`src/rtl/lsu_pkg.sv`:
```
// Shared types and constants for the BRAM load/store unit.
package lsu_pkg;

  localparam int WORD_WIDTH = 32;

  // Access size encoding as it arrives on the request bus; 2'b11 is illegal.
  typedef enum logic [1:0] {
    SIZE_B = 2'b00,
    SIZE_H = 2'b01,
    SIZE_W = 2'b10
  } size_t;

  // Sequencer states; every state other than IDLE lasts exactly one cycle.
  typedef enum logic [2:0] {
    IDLE    = 3'd0,
    ISSUE   = 3'd1,
    CAPTURE = 3'd2,
    WRITE   = 3'd3,
    RESP    = 3'd4
  } state_t;

endpackage

```
`src/rtl/bram_lsu_align.sv`:
```
// Byte-lane steering for the load/store unit: little-endian store merge
// (read-modify-write data path) and load extract with zero/sign extension.
import lsu_pkg::*;

module bram_lsu_align (
  input  logic [WORD_WIDTH-1:0] mem_word,
  input  logic [WORD_WIDTH-1:0] wdata,
  input  logic [1:0]            lane,
  input  logic [1:0]            size,
  input  logic                  is_unsigned,
  output logic [WORD_WIDTH-1:0] merged_word,
  output logic [WORD_WIDTH-1:0] load_data
);

  logic [WORD_WIDTH-1:0] shifted;
  logic                  fill_b;
  logic                  fill_h;

  // Overlay the right-aligned store data onto the addressed lane(s) of the old word.
  always_comb begin
    merged_word = mem_word;
    case (size)
      SIZE_B:  merged_word[{lane, 3'b000} +: 8] = wdata[7:0];
      SIZE_H:  merged_word[{lane[1], 4'b0000} +: 16] = wdata[15:0];
      default: merged_word = wdata;
    endcase
  end

  // Right-align the addressed lane(s) and extend to a full word.
  always_comb begin
    shifted   = mem_word >> {lane, 3'b000};
    fill_b    = !is_unsigned && shifted[7];
    fill_h    = !is_unsigned && shifted[15];
    load_data = shifted;
    case (size)
      SIZE_B:  load_data = {{24{fill_b}}, shifted[7:0]};
      SIZE_H:  load_data = {{16{fill_h}}, shifted[15:0]};
      default: load_data = shifted;
    endcase
  end

endmodule

```
`src/rtl/bram_lsu.sv`:
```
// Load/store initiator for one port of a word-wide BRAM without byte enables.
// Sub-word stores are read-modify-write; the other BRAM port is not locked out
// between the read and the write, so software must arbitrate shared words.
import lsu_pkg::*;

module bram_lsu #(
  parameter int BRAM_ADDR_WIDTH = 12
) (
  input  logic                       i_clk,
  input  logic                       i_rst,
  input  logic                       i_req_valid,
  output logic                       o_req_ready,
  input  logic                       i_req_write,
  input  logic [1:0]                 i_req_size,
  input  logic                       i_req_unsigned,
  input  logic [31:0]                i_req_addr,
  input  logic [WORD_WIDTH-1:0]      i_req_wdata,
  output logic                       o_resp_valid,
  output logic [WORD_WIDTH-1:0]      o_resp_rdata,
  output logic                       o_resp_err,
  output logic [BRAM_ADDR_WIDTH-1:0] o_mem_addr,
  output logic [WORD_WIDTH-1:0]      o_mem_wdata,
  output logic                       o_mem_write,
  input  logic [WORD_WIDTH-1:0]      i_mem_rdata
);

  state_t state;
  state_t state_next;

  logic                       req_write;
  logic [1:0]                 req_size;
  logic                       req_unsigned;
  logic [BRAM_ADDR_WIDTH-1:0] req_index;
  logic [1:0]                 req_lane;
  logic [WORD_WIDTH-1:0]      req_wdata;
  logic                       req_err;
  logic [WORD_WIDTH-1:0]      result;

  logic                       accept;
  logic                       addr_err;
  logic [31:0]                high_bits;
  logic                       is_word_store;
  logic [WORD_WIDTH-1:0]      merged_word;
  logic [WORD_WIDTH-1:0]      load_data;

  assign accept    = i_req_valid && o_req_ready;
  assign high_bits = i_req_addr >> (BRAM_ADDR_WIDTH + 2);

  // Classify the incoming request as illegal: bad size, misalignment or beyond the BRAM.
  always_comb begin
    addr_err = 1'b0;
    if (i_req_size == 2'b11)                                  addr_err = 1'b1;
    if ((i_req_size == SIZE_H) && i_req_addr[0])              addr_err = 1'b1;
    if ((i_req_size == SIZE_W) && (i_req_addr[1:0] != 2'b00)) addr_err = 1'b1;
    if (high_bits != 32'd0)                                   addr_err = 1'b1;
  end

  assign is_word_store = req_write && (req_size == SIZE_W);

  bram_lsu_align u_align (
    .mem_word    (i_mem_rdata),
    .wdata       (req_wdata),
    .lane        (req_lane),
    .size        (req_size),
    .is_unsigned (req_unsigned),
    .merged_word (merged_word),
    .load_data   (load_data)
  );

  // State register.
  always_ff @(posedge i_clk) begin
    if (i_rst) state <= IDLE;
    else       state <= state_next;
  end

  // Latch every request field on accept so the bus can move on immediately.
  always_ff @(posedge i_clk) begin
    if (i_rst) begin
      req_write    <= 1'b0;
      req_size     <= 2'b00;
      req_unsigned <= 1'b0;
      req_index    <= '0;
      req_lane     <= 2'b00;
      req_wdata    <= '0;
      req_err      <= 1'b0;
    end else if (accept) begin
      req_write    <= i_req_write;
      req_size     <= i_req_size;
      req_unsigned <= i_req_unsigned;
      req_index    <= i_req_addr[BRAM_ADDR_WIDTH+1:2];
      req_lane     <= i_req_addr[1:0];
      req_wdata    <= i_req_wdata;
      req_err      <= addr_err;
    end
  end

  // Capture either the merged store word or the extended load data from BRAM.
  always_ff @(posedge i_clk) begin
    if (i_rst)                  result <= '0;
    else if (state == CAPTURE)  result <= req_write ? merged_word : load_data;
  end

  // Sequencing and BRAM/response outputs; writes are squashed while reset is high.
  always_comb begin
    state_next   = state;
    o_req_ready  = 1'b0;
    o_resp_valid = 1'b0;
    o_resp_err   = 1'b0;
    o_resp_rdata = '0;
    o_mem_addr   = req_index;
    o_mem_wdata  = req_wdata;
    o_mem_write  = 1'b0;
    case (state)
      IDLE: begin
        o_req_ready = 1'b1;
        if (i_req_valid) state_next = addr_err ? RESP : ISSUE;
      end
      ISSUE: begin
        o_mem_write = is_word_store && !i_rst;
        state_next  = is_word_store ? RESP : CAPTURE;
      end
      CAPTURE: begin
        state_next = req_write ? WRITE : RESP;
      end
      WRITE: begin
        o_mem_wdata = result;
        o_mem_write = !i_rst;
        state_next  = RESP;
      end
      RESP: begin
        o_resp_valid = 1'b1;
        o_resp_err   = req_err;
        if (!req_err && !req_write) o_resp_rdata = result;
        state_next = IDLE;
      end
      default: state_next = IDLE;
    endcase
  end

endmodule
```
`config.mk`:
```
export PLATFORM = sky130hd
export DESIGN_NAME = bram_lsu
export DESIGN_NICKNAME = d
export VERILOG_FILES = /design/src/rtl/lsu_pkg.sv /design/src/rtl/bram_lsu_align.sv /design/src/rtl/bram_lsu.sv
export SDC_FILE = /design/constraint.sdc
export NUM_CORES = 1
export LEC_CHECK = 0
export ABC_CLOCK_PERIOD_IN_PS = 2500
export CORE_MARGIN = 2
export CORE_UTILIZATION = 48
export CTS_BUF_LIST = sky130_fd_sc_hd__clkbuf_4
export CTS_CLUSTER_SIZE = 14
export DETAILED_ROUTE_END_ITERATION = 16
export HOLD_SLACK_MARGIN = 0.15
export PLACE_DENSITY = 0.83
export SLEW_MARGIN = 20
export SYNTH_ARGS = -nofsm -noshare
export SYNTH_HDL_FRONTEND = slang
export SYNTH_SLANG_ARGS = --single-unit
```
`constraint.sdc`:
```
create_clock -name i_clk -period 2.5 [get_ports i_clk]
set_clock_uncertainty 0.05 [all_clocks]
set_input_delay 0.5 -clock i_clk [delete_from_list [all_inputs] [get_ports i_clk]]
set_output_delay 0.5 -clock i_clk [all_outputs]
set_load 0.01 [all_outputs]
```
* After elaboration in Yosys (flattened, before gate mapping) *
Cells that the tools add are included.

word-level totals
  bits in registers = 86
  input bits = 103
  output and inout bits = 80
  word-level logic and storage cells = 63

cells by class
  $add $sub $neg = 2
  equality and inequality tests = 10
  shift-type cells = 5
  muxes and demuxes = 21
  reduce and logical (&&, ||, !) cells = 16

operators by type and width
  kind                                                                      count
  32-bit 2-to-1 mux                                                         4
  32-bit case mux with 2 select lines                                       2
  32-bit bitwise mux                                                        2
  32-bit nonzero test                                                       1
  16-bit by 7-bit variable shift with 32-bit output (first input constant)  1
  8-bit by 7-bit variable shift with 32-bit output (first input constant)   1
  16-bit by 7-bit indexed part select with 32-bit output                    1
  8-bit by 7-bit indexed part select with 32-bit output                     1
  32-bit by 5-bit >> shifter with 32-bit output                             1
  5-bit negation with 7-bit output                                          2
  3-bit 2-to-1 mux                                                          4
  3-bit case mux with 4 select lines                                        1
  1-bit logical AND                                                         8
  1-bit 2-to-1 mux                                                          7
  2-bit == test (second input constant)                                     3
  3-bit by 2-bit == test with 1-bit output (second input constant)          2
  2-bit by 1-bit == test with 1-bit output (second input constant)          2
  1-bit logical NOT                                                         4
  3-bit by 1-bit == test with 1-bit output (second input constant)          1
  3-bit == test (second input constant)                                     1
  3-bit logical NOT                                                         1
  2-bit logical NOT                                                         1
  2-bit != test (second input constant)                                     1
  1-bit case mux with 2 select lines                                        1
  2-bit nonzero test                                                        1

* Depth between registers and ports, before layout *
Gate-level depths: netlist of the first run.

  word-level depth = 8
  gate-level depth with buffers = 10
  mapped depth without buffers = 7

* Hierarchy *
From an unflattened synthesis of the first run, not the netlist that was laid out.

second synthesis, totals
  cells, all modules = 755
  area total of the unflattened synthesis = 6064.6 um^2

by module, submodules not included
  module          times used  cells an instance  area each (um^2)  seq. area each (um^2)
  bram_lsu        1           471                3996.3            1721.7
  bram_lsu_align  1           284                2068.2            0.0

* Least setup slack after synthesis of the first run *
OpenSTA, ideal clock, no wires.

  kind = reg-to-reg
  start point = register req_lane[1]
  end point = register result[14]
  library setup time = 137 ps
  arrival time = 2080 ps
  required time = 2313 ps
  setup slack = 233 ps
  stages on the path, launching flop included = 10
  path buffers = 3
  clock period less this slack = 2267 ps
  path through = dfxtp_1 -> buf_6 -> inv_1 -> clkbuf_1 -> ha_1 -> and4_1 -> clkbuf_1 -> and3_1 -> o311ai_0 -> o211ai_1

between the ends
  word-level cells in the longest chain between the ends = 5
  elaborated cells on any way between the ends = 13
  classes of those cells = add/sub: 2; shift: 5; mux: 5; reduce/logical: 1

RTL lines
  item                                                                                  line                                        RTL
  start, declared                                                                       bram_lsu.sv:34                              logic [1:0] req_lane;
  start signal, assigned                                                                bram_lsu.sv:91                              req_lane <= i_req_addr[1:0];
  5-bit negation with 7-bit output, on equally long branches                            bram_lsu_align.sv:24, bram_lsu_align.sv:23
  16-bit by 7-bit indexed part select with 32-bit output, or another cell as far along  bram_lsu_align.sv:24                        SIZE_H: merged_word[{lane[1], 4'b0000} +: 16] = wdata[15:0];
  32-bit bitwise mux, on equally long branches                                          bram_lsu_align.sv:24, bram_lsu_align.sv:23
  32-bit case mux with 2 select lines                                                   bram_lsu_align.sv:22                        case (size)
  32-bit 2-to-1 mux *                                                                   bram_lsu.sv:100                             else if (state == CAPTURE) result <= req_write ? merged_word : load_data;
  end signal, assigned                                                                  bram_lsu.sv:100
  end, declared                                                                         bram_lsu.sv:37                              logic [WORD_WIDTH-1:0] result;

Every way passes the cells marked *; elsewhere a longest branch is shown, timed or not.
A chain may end at the register's enable or synchronous reset.

* Final worst setup path of the first run *
  start point = register state[0]
  end point = output o_resp_rdata[1]

between the ends
  word-level cells in the longest chain between the ends = 2

RTL lines
  item                    line             RTL
  start, declared         bram_lsu.sv:27   state_t state;
  start signal, assigned  bram_lsu.sv:73   else state <= state_next;
  3-bit == test           bram_lsu.sv:113  case (state)
  32-bit 2-to-1 mux       bram_lsu.sv:113
  end, declared           bram_lsu.sv:19   output logic [WORD_WIDTH-1:0] o_resp_rdata,

Every way passes these cells.

==> results of run 1 <==
==> worst max-delay path by stage <==
stage	from	to	slack [ns]
4_1_cts	state[0]$_SDFFE_PP0P_	o_resp_rdata[5]	0.00005
3_5_place_dp	state[2]$_SDFFE_PP0P_	o_resp_rdata[18]	0.07
3_3_place_gp	state[2]$_SDFFE_PP0P_	o_resp_rdata[10]	0.18
2_1_floorplan	req_lane[1]$_SDFFE_PP0P_	result[14]$_SDFFE_PP0N_	0.23
5_1_grt	state[0]$_SDFFE_PP0P_	o_resp_rdata[1]	-0.06
6_report	state[0]$_SDFFE_PP0P_	o_resp_rdata[1]	0.03
==> per-stage QoR <==
stage          area, sq um  instances  setup TNS, ns  total power, mW  utilization, %
2_1_floorplan         5550        671              0             1.91               -
3_5_place_dp          7540        974              0             2.35            66.3
5_1_grt               7760       1004         -0.477             3.30            68.2
3_3_place_gp          7540        974              0             2.33            66.3
4_1_cts               7770       1000              0             3.15            68.4
6_report              7760       1004              0             3.17            68.2
==> synth_stat cells, drive strengths merged, types with 3 or more instances <==
cell type  number
a21oi          67
a221o           8
a221oi         15
a22o           23
a22oi          16
a2bb2oi         7
and2           36
and4            4
buf            35
clkbuf         26
dfxtp          86
ha              5
inv             6
mux2           55
mux2i          16
nand2         122
nand3           9
nor2           37
nor2b           5
nor3           12
nor3b           3
nor4           12
o211ai         10
o21ai          13
o221ai         15
o311ai          9
==> flip-flops by register name, summed over array words and instances (netlist names) <==
register,cells
req_err,1
req_unsigned,1
req_wdata,32
req_write,1
state,3
req_size,2
o_mem_addr,12
req_lane,2
result,32
==> what timing repair did <==
| action | in CTS | in global routing |
|---|---|---|
| pin swaps | 1 | 0 |
| gates cloned | 3 | 2 |
| hold buffers | 0 | 0 |
| buffers inserted | 7 | 3 |
| setup endpoints to repair | 65 | 40 |
| gates resized for setup | 136 | 42 |
==> report_power, final <==
part	switching, mW	internal (mW)	total (mW)	leakage [nW]
sequential	0.0560	1.42	1.48	0.704
combinational	0.442	0.435	0.877	2.25
clock	0.496	0.320	0.815	0.0719
==> worst min-delay path, stage by stage <==
cell	delay, ns
sky130_fd_sc_hd__buf_2	0.09
sky130_fd_sc_hd__nor2_1	0.05
sky130_fd_sc_hd__o41ai_1	0.10
sky130_fd_sc_hd__a21oi_1	0.05
==> layer usage <==
metal / global-route usage (%) / share of wire [%] / up-vias
li1: - / - / 2833
met4: 18.1 / 4.4 / 0
met5: 0 / 0 / -
met3: 6.04 / 7.5 / 77
met1: 41.4 / 40 / 2955
met2: 56.5 / 48 / 338
==> layout make-up <==
cell class / count / area (sq um)
sequential: 86 / 1730
fill: 982 / 3610
inverter: 7 / 26.3
multi-input combinational: 517 / 3500
tap: 143 / 179
clock buffer: 11 / 82.6
clock inverter: 5 / 50.0
timing repair buffer: 235 / 2190
==> kinds of logic (layout without fill, tap and decap cells) <==
logic type | Yosys count | in the layout | synth area share (%)
simple gates | 250 | 250 | 22.6
compound gates | 190 | 190 | 24.6
flops | 86 | 86 | 31.0
mux | 72 | 72 | 14.5
buf+inv | 68 | 258 | 6.25
fa+ha+maj | 5 | 5 | 1.13
==> summary.md, run 1 <==
| Metric | Value |
|---|---|
| Status | completed |
| Timing-limited maximum frequency | just over 0.4 GHz |
| WL/cell | 21.5 um |
| Power density over cell area | 409 nW/um^2 |
| Worst flop-to-flop path endpoint | result[27]$_SDFFE_PP0N_ |
| N_diodes | 0 |
| Cell type with the highest aggregate area in the netlist | sky130_fd_sc_hd__dfxtp_1 |
| Clock Sink Count | 86 |
| Worst-case vdd ir drop | 0.383 mV |
| Detailed Place HPWL | 15.0 mm |
| Critical path type | reg2out |
| Worst Path Arrival | 1.92 ns |
| Width of the die | roughly 110 um |
| CP Data Required Time | 1.95 ns |
| Critical path fanouts, max | 4 |
| Clock tree from TritonCTS | yes |
| Type of the most critical hold path | in2reg |
| Setup-failing EPs final | 0 |
| Cell area after synthesis | 5550 sq um |
| Most frequent standard cell in the layout excluding fill and tap cells | sky130_fd_sc_hd__nand2_1 |
| Post-synthesis net count | 779 |
| Transition at the pin with the smallest max-transition slack | 0.830 ns |
| Pre-CTS setup slack | 0.0703 ns |
| Number of max-cap violations | 0 |
| Number of input and output port buffers inserted | 182 |
| Final Slew Violations | 0 |
| Ports | 183 |
| Setup repair after global routing missed its margin | yes |
| Worst-case clock buffer depth | 2 |
| Worst Reg2Reg Path Length in Cells | 5 |
| Buffering stage count on the worst path with inverters included | 4 |
| Final cycle utilization of the critical path | 98.8% |
| Crit path capture type | output port |
| Clock transition time at the flip-flop clock pins of the worst setup and hold paths | 0.13 ns |
| First-pass DRT Iterations | 5 |
| Cells after Synth | 671 |
| Worst Min Path Start | i_rst |
| First-pass GRT wire length | 33.5 mm |
| Crit start category | register |
| Share of synthesized registers carrying an async set or reset | 0% |
| Initial Utilization | roughly half |
| Mean Syn Cell Area | 8.27 sq um |
| Routed wire length | approximately 22 mm |
| Number of DRC markers after the initial detailed-route iteration | 491 |
| Maximum number of pins on one net before global-route repair | 48 |
| Register-to-register setup slack | 0.31 ns |
| Count of flip-flops with a built-in enable after synthesis | 0 |
| Die height | 112 um |
| Final nets | 964 |
| Most frequent cell on the critical path | sky130_fd_sc_hd__nor3b_4 |
| Vias in the first global route | 6,237 |
| Overall die area | 12,400 sq um |
| Critical Path, Cell by Cell | nor3b_4, nor3b_4, buf_6, buf_12, clkbuf_16, and2_1, buf_2 |
| Hold endpoint | state[0]$_SDFFE_PP0P_ |
| Htree depth | 3 |
| Cts bufs inserted | 9 |
| R2r startpoint | req_write$_SDFFE_PP0P_ |
| Core region area | 11,400 sq um |
| Vias after detailed routing | 6,203 |
| Final worst setup slack | 0.0295 ns |
| Number of routed nets with antenna violations | 0 |
| Synth-to-layout area growth | 39.8% |
| Worst relative slew slack | about 44% |
| Global router's overall resource usage | 33.8% |
| Number of synthesis warnings | 0 |
| Hold slack | 0.311 ns |
| FF+latch count, synth | 86 |
| Delay of the slowest critical-path stage | around 0.38 ns |
| Leakage power total | 3.02 nW |
| Clock tree root driver cell | sky130_fd_sc_hd__clkbuf_4 |
| Sequential cell area fraction in the yosys report | between 30 and 40% |
| Post-route minimum period | around 2.5 ns |
| Grt total ovfl | 0 |
| Final number of hold-violating endpoints | 0 |
| Drc violations | 0 |
| Row Count | 39 |
| Insertion delay to the later sink of the worst-skew pair | approximately 0.47 ns |
| Detail-routed via count per cell | 6.18 |
| Area contributors post-synth | sky130_fd_sc_hd__dfxtp_1 31%, sky130_fd_sc_hd__mux2_2 11%, sky130_fd_sc_hd__nand2_1 8.2% |
| Most used cells in the layout excluding fill and tap cells | 121 x sky130_fd_sc_hd__nand2_1, 114 x sky130_fd_sc_hd__clkdlybuf4s50_1, 83 x sky130_fd_sc_hd__dfxtp_1 |
| Share of post-route cells with drive strength above 1 | 20.3% |
| Number of antenna violations at the first check in global routing | 0 |
| Number of cells on the worst hold path | 4 |
| Number of library cell types mapped by synthesis | 56 |
| Number of logic stages on the critical path including buffering | 7 |
| Final weighted congestion in routability-driven placement | 0.917 |
| Portion of synthesized cell area occupied by the leading cell type | 31.0% |
| Dominant synthesized flop cell | sky130_fd_sc_hd__dfxtp_1 |
| Crit path max-delay family | simple AND/OR/NAND/NOR gates |
| Slowest library cell on the worst path | sky130_fd_sc_hd__dfxtp_4 |
Note: power is estimated with default switching activity, not from simulation.
==> inputs of run 2 (changes only) <==
--- a/config.mk
+++ b/config.mk
@@ -5,15 +5,17 @@
 export SDC_FILE = /design/constraint.sdc
 export NUM_CORES = 1
 export LEC_CHECK = 0
-export ABC_CLOCK_PERIOD_IN_PS = 2500
+export ABC_CLOCK_PERIOD_IN_PS = 3100
+export CAP_MARGIN = 0
 export CORE_MARGIN = 2
-export CORE_UTILIZATION = 48
+export CORE_UTILIZATION = 53
 export CTS_BUF_LIST = sky130_fd_sc_hd__clkbuf_4
 export CTS_CLUSTER_SIZE = 14
 export DETAILED_ROUTE_END_ITERATION = 16
 export HOLD_SLACK_MARGIN = 0.15
-export PLACE_DENSITY = 0.83
+export PLACE_DENSITY = 0.89
 export SLEW_MARGIN = 20
 export SYNTH_ARGS = -nofsm -noshare
 export SYNTH_HDL_FRONTEND = slang
+export SYNTH_HIERARCHICAL = 1
 export SYNTH_SLANG_ARGS = --single-unit
==> constraint.sdc (replaced) <==
create_clock -name i_clk -period 3.1 [get_ports i_clk]
set_clock_uncertainty 0.05 [all_clocks]
set_input_delay 0.62 -clock i_clk [delete_from_list [all_inputs] [get_ports i_clk]]
set_output_delay 0.62 -clock i_clk [all_outputs]
set_load 0.01 [all_outputs]
==> run 2 against run 1 <==
Combinational power decreased by 6.4%. Sequential cell count is the same. Total power fell by 10%. Register-to-register slack better by 0.39 ns. First-iteration DRC count up 11%. Design area increased by 3.4%. Global-route usage is 4.1 points lower. Synthesized cell count rose by 13%. Critical path depth down 1. Clock-buffer cell count grew 1. Clock power is 1% higher.
==> summary.md, run 2 <==
| Metric | Value |
|---|---|
| Status | completed |
| Final cycle utilization of the critical path | 95.1% |
| Transition at the pin with the smallest max-transition slack | 0.889 ns (+0.0584 ns) |
| Leakage power total | 2.94 nW (-2.7%) |
| Final setup TNS | 0 ns (unchanged) |
| First-pass DRT Iterations | 5 (unchanged) |
| Routed wire length | 18.7 mm (-13%) |
| Count of flip-flops with a built-in enable after synthesis | 0 (unchanged) |
| Final nets | 1,006 (+4.4%) |
| Setup-failing EPs final | 0 (unchanged) |
| Instance area after placement | 7840 sq um (+3.9%) |
| Worst relative slew slack | 40.8% (-3.5 points) |
| Post-synthesis net count | 863 (+11%) |
| Cell type with the highest aggregate area in the netlist | sky130_fd_sc_hd__dfxtp_1 |
| Sequential cell area fraction in the yosys report | 28.4% (-2.6 points) |
| Number of input and output port buffers inserted | 182 (unchanged) |
| Count of fill cells added during filler insertion | 901 (-8.2%) |
| Pre-CTS setup slack | 0.483 ns (+0.412 ns) |
| Most frequent standard cell in the layout excluding fill and tap cells | sky130_fd_sc_hd__clkdlybuf4s50_1 |
| Util after Layout | 71.2% (+2.9 points) |
| Crit path from | state[0]$_SDFFE_PP0P_ |
| WL/cell | 17.9 um (-17%) |
| Number of library cell types mapped by synthesis | 54 (-3.6%) |
| Power density over cell area | 355 nW/um^2 (-13%) |
| # resized after CTS | 0 (-100%) |
| Core region area | 11,300 sq um (-0.86%) |
| Detailed Place HPWL | 13.3 mm (-11%) |
| Share of post-route cells with drive strength above 1 | 10.6% (-9.7 points) |
| Synth-to-layout area growth | 32.3% |
| Overall die area | 12,300 sq um (-0.96%) |
| Dominant synthesized flop cell | sky130_fd_sc_hd__dfxtp_1 |
| CP Data Required Time | 2.43 ns (+0.48 ns) |
| Worst Min Path Start | o_mem_addr[0]$_SDFFE_PP0P_ |
| Clock tree root driver cell | sky130_fd_sc_hd__clkbuf_4 |
| First-pass GRT wire length | 30.3 mm (-9.4%) |
| Number of hold buffers added after CTS | 0 (unchanged) |
| FF+latch count, synth | 86 (unchanged) |
| Die height | 111 um (-0.48%) |
| Crit start category | register |
| R2r startpoint | req_lane[0]$_SDFFE_PP0P_ |
| Critical path fanouts, max | 19 (+15) |
| Timing-limited maximum frequency | 0.339 GHz |
| Cts bufs inserted | 9 (unchanged) |
| Post-CTS setup buffer count | 0 (-7) |
| Clock transition time at the flip-flop clock pins of the worst setup and hold paths | 0.13 ns (about the same) |
| Final Slew Violations | 0 (unchanged) |
| Most frequent cell after synthesis | sky130_fd_sc_hd__nand2_1 |
| Maximum number of pins on one net before global-route repair | 85 (+77%) |
| Final number of hold-violating endpoints | 0 (unchanged) |
| Detail-routed via count per cell | 6.06 (-1.8%) |
| Crit path capture type | output port |
| Number of routed nets with antenna violations | 0 (unchanged) |
| Initial Utilization | 53.8% (+5.0 points) |
| Clock tree from TritonCTS | yes |
| Portion of synthesized cell area occupied by the leading cell type | 28.4% (-2.6 points) |
| Number of DRC markers after the initial detailed-route iteration | 547 (+11%) |
| Clock Sink Count | 86 (unchanged) |
| Area of all placed cells without fillers | 8020 sq um (+3.4%) |
| Final weighted congestion in routability-driven placement | 0.981 (+7.0%) |
| Share of synthesized registers carrying an async set or reset | 0% (unchanged) |
| Vias in the first global route | 6,043 (-3.1%) |
| Drc violations | 0 (unchanged) |
| Cell area after synthesis | 6060 sq um (+9.3%) |
| Insertion delay to the later sink of the worst-skew pair | 0.44 ns (-0.03 ns) |
| Number of max-cap violations | 0 (unchanged) |
| Area contributors post-synth | sky130_fd_sc_hd__dfxtp_1 28%, sky130_fd_sc_hd__nand2_1 7.4%, sky130_fd_sc_hd__mux2i_1 6.4% |
| Row Count | 39 (unchanged) |
| Final worst setup slack | 0.153 ns (+0.123 ns) |
| Sequential cell area | 1730 sq um (-0.43%) |
| Critical path type | reg2out |
| Top cells by count, synth | 119 x sky130_fd_sc_hd__nand2_1, 86 x sky130_fd_sc_hd__dfxtp_1, 70 x sky130_fd_sc_hd__a21oi_1 |
| Cells after Synth | 755 (+13%) |
| Worst Path Arrival | 2.28 ns (+0.36 ns) |
| Mean Syn Cell Area | 8.03 sq um (-2.8%) |
| Vias after detailed routing | 6,343 (+2.3%) |
| Setup repair after global routing missed its margin | no |
| N_diodes | 0 (unchanged) |
| Worst-case vdd ir drop | 0.234 mV (-39%) |
| Width of the die | 111 um (-0.48%) |
| Most used cells in the layout excluding fill and tap cells | 181 x sky130_fd_sc_hd__clkdlybuf4s50_1, 119 x sky130_fd_sc_hd__nand2_1, 83 x sky130_fd_sc_hd__dfxtp_1 |
| Post-route minimum period | 2.95 ns |
| Htree depth | 3 (unchanged) |
| Number of synthesis warnings | 6 (+6) |
| Multi-input logic area | 3950 sq um (+13%) |
| Grt total ovfl | 0 (unchanged) |
| Ports | 183 (unchanged) |
| Worst-case clock buffer depth | 2 (unchanged) |
| Type of the most critical hold path | reg2reg |
| Number of antenna violations at the first check in global routing | 0 (unchanged) |
| Global router's overall resource usage | 29.7% (-4.1 points) |
run 2: final cells by class:
| class | count | share of cell area (%) |
|---|---|---|
| Clock inverter | 4 | 1.19 |
| Multi-Input combinational cell | 596 | 49.2 |
| Sequential cell | 86 | 21.5 |
| Tap cell | 143 | 2.23 |
| Timing Repair Buffer | 200 | 24.5 |
| Inverter | 5 | 0.234 |
| Clock buffer | 12 | 1.12 |
run 2: worst paths after layout:
kind,slack (ns),endpoint,cells after the start
min,0.41,o_mem_addr[0]$_SDFFE_PP0P_,2
min reg2reg,0.41,o_mem_addr[0]$_SDFFE_PP0P_,2
max reg2reg,0.70,result[25]$_SDFFE_PP0N_,7
max,0.15,o_resp_rdata[7],6
run 2: critical path, cell delays in order (launching register included):
cell	delay [ns]
sky130_fd_sc_hd__dfxtp_1	0.41
sky130_fd_sc_hd__nor2_1	0.17
sky130_fd_sc_hd__and2_1	0.16
sky130_fd_sc_hd__nor3b_2	0.19
sky130_fd_sc_hd__buf_4	0.23
sky130_fd_sc_hd__and2_1	0.15
sky130_fd_sc_hd__clkdlybuf4s50_1	0.54
run 2: logic make-up after synthesis:
logic type | share of synthesized area (%)
AOI/OAI and AO/OA | 20.4
xor gates and xnor gates | 0.144
adders and majority gates | 1.03
buffers and inverters | 6.62
DFF | 28.4
muxes | 17.5
and+or+nand+nor | 25.9
run 2: routing by layer:
metal  share of wire [%]  wire length, um  vias to the layer above  track usage, %
li1                    -                -                     3011               -
met1                  41             7710                     2903            38.7
met5                   0                0                        -               0
met3                 9.9             1860                       68            7.05
met4                 3.6              679                        0            11.8
met2                  45             8490                      361            47.5
run 2: power breakdown:
part	total [mW]	internal, mW	switching (mW)
clock network	0.825	0.436	0.389
logic	0.821	0.414	0.407
registers	1.20	1.15	0.0555
run 2: through the flow:
stage               cells  hold slack (ns)  total power [mW]
floorplan             755            0.396              1.71
global placement     1030            0.391              2.01
detailed placement   1030            0.397              2.03
CTS                  1046            0.413              2.85
global route         1046            0.429              2.97
finish               1046            0.413              2.85
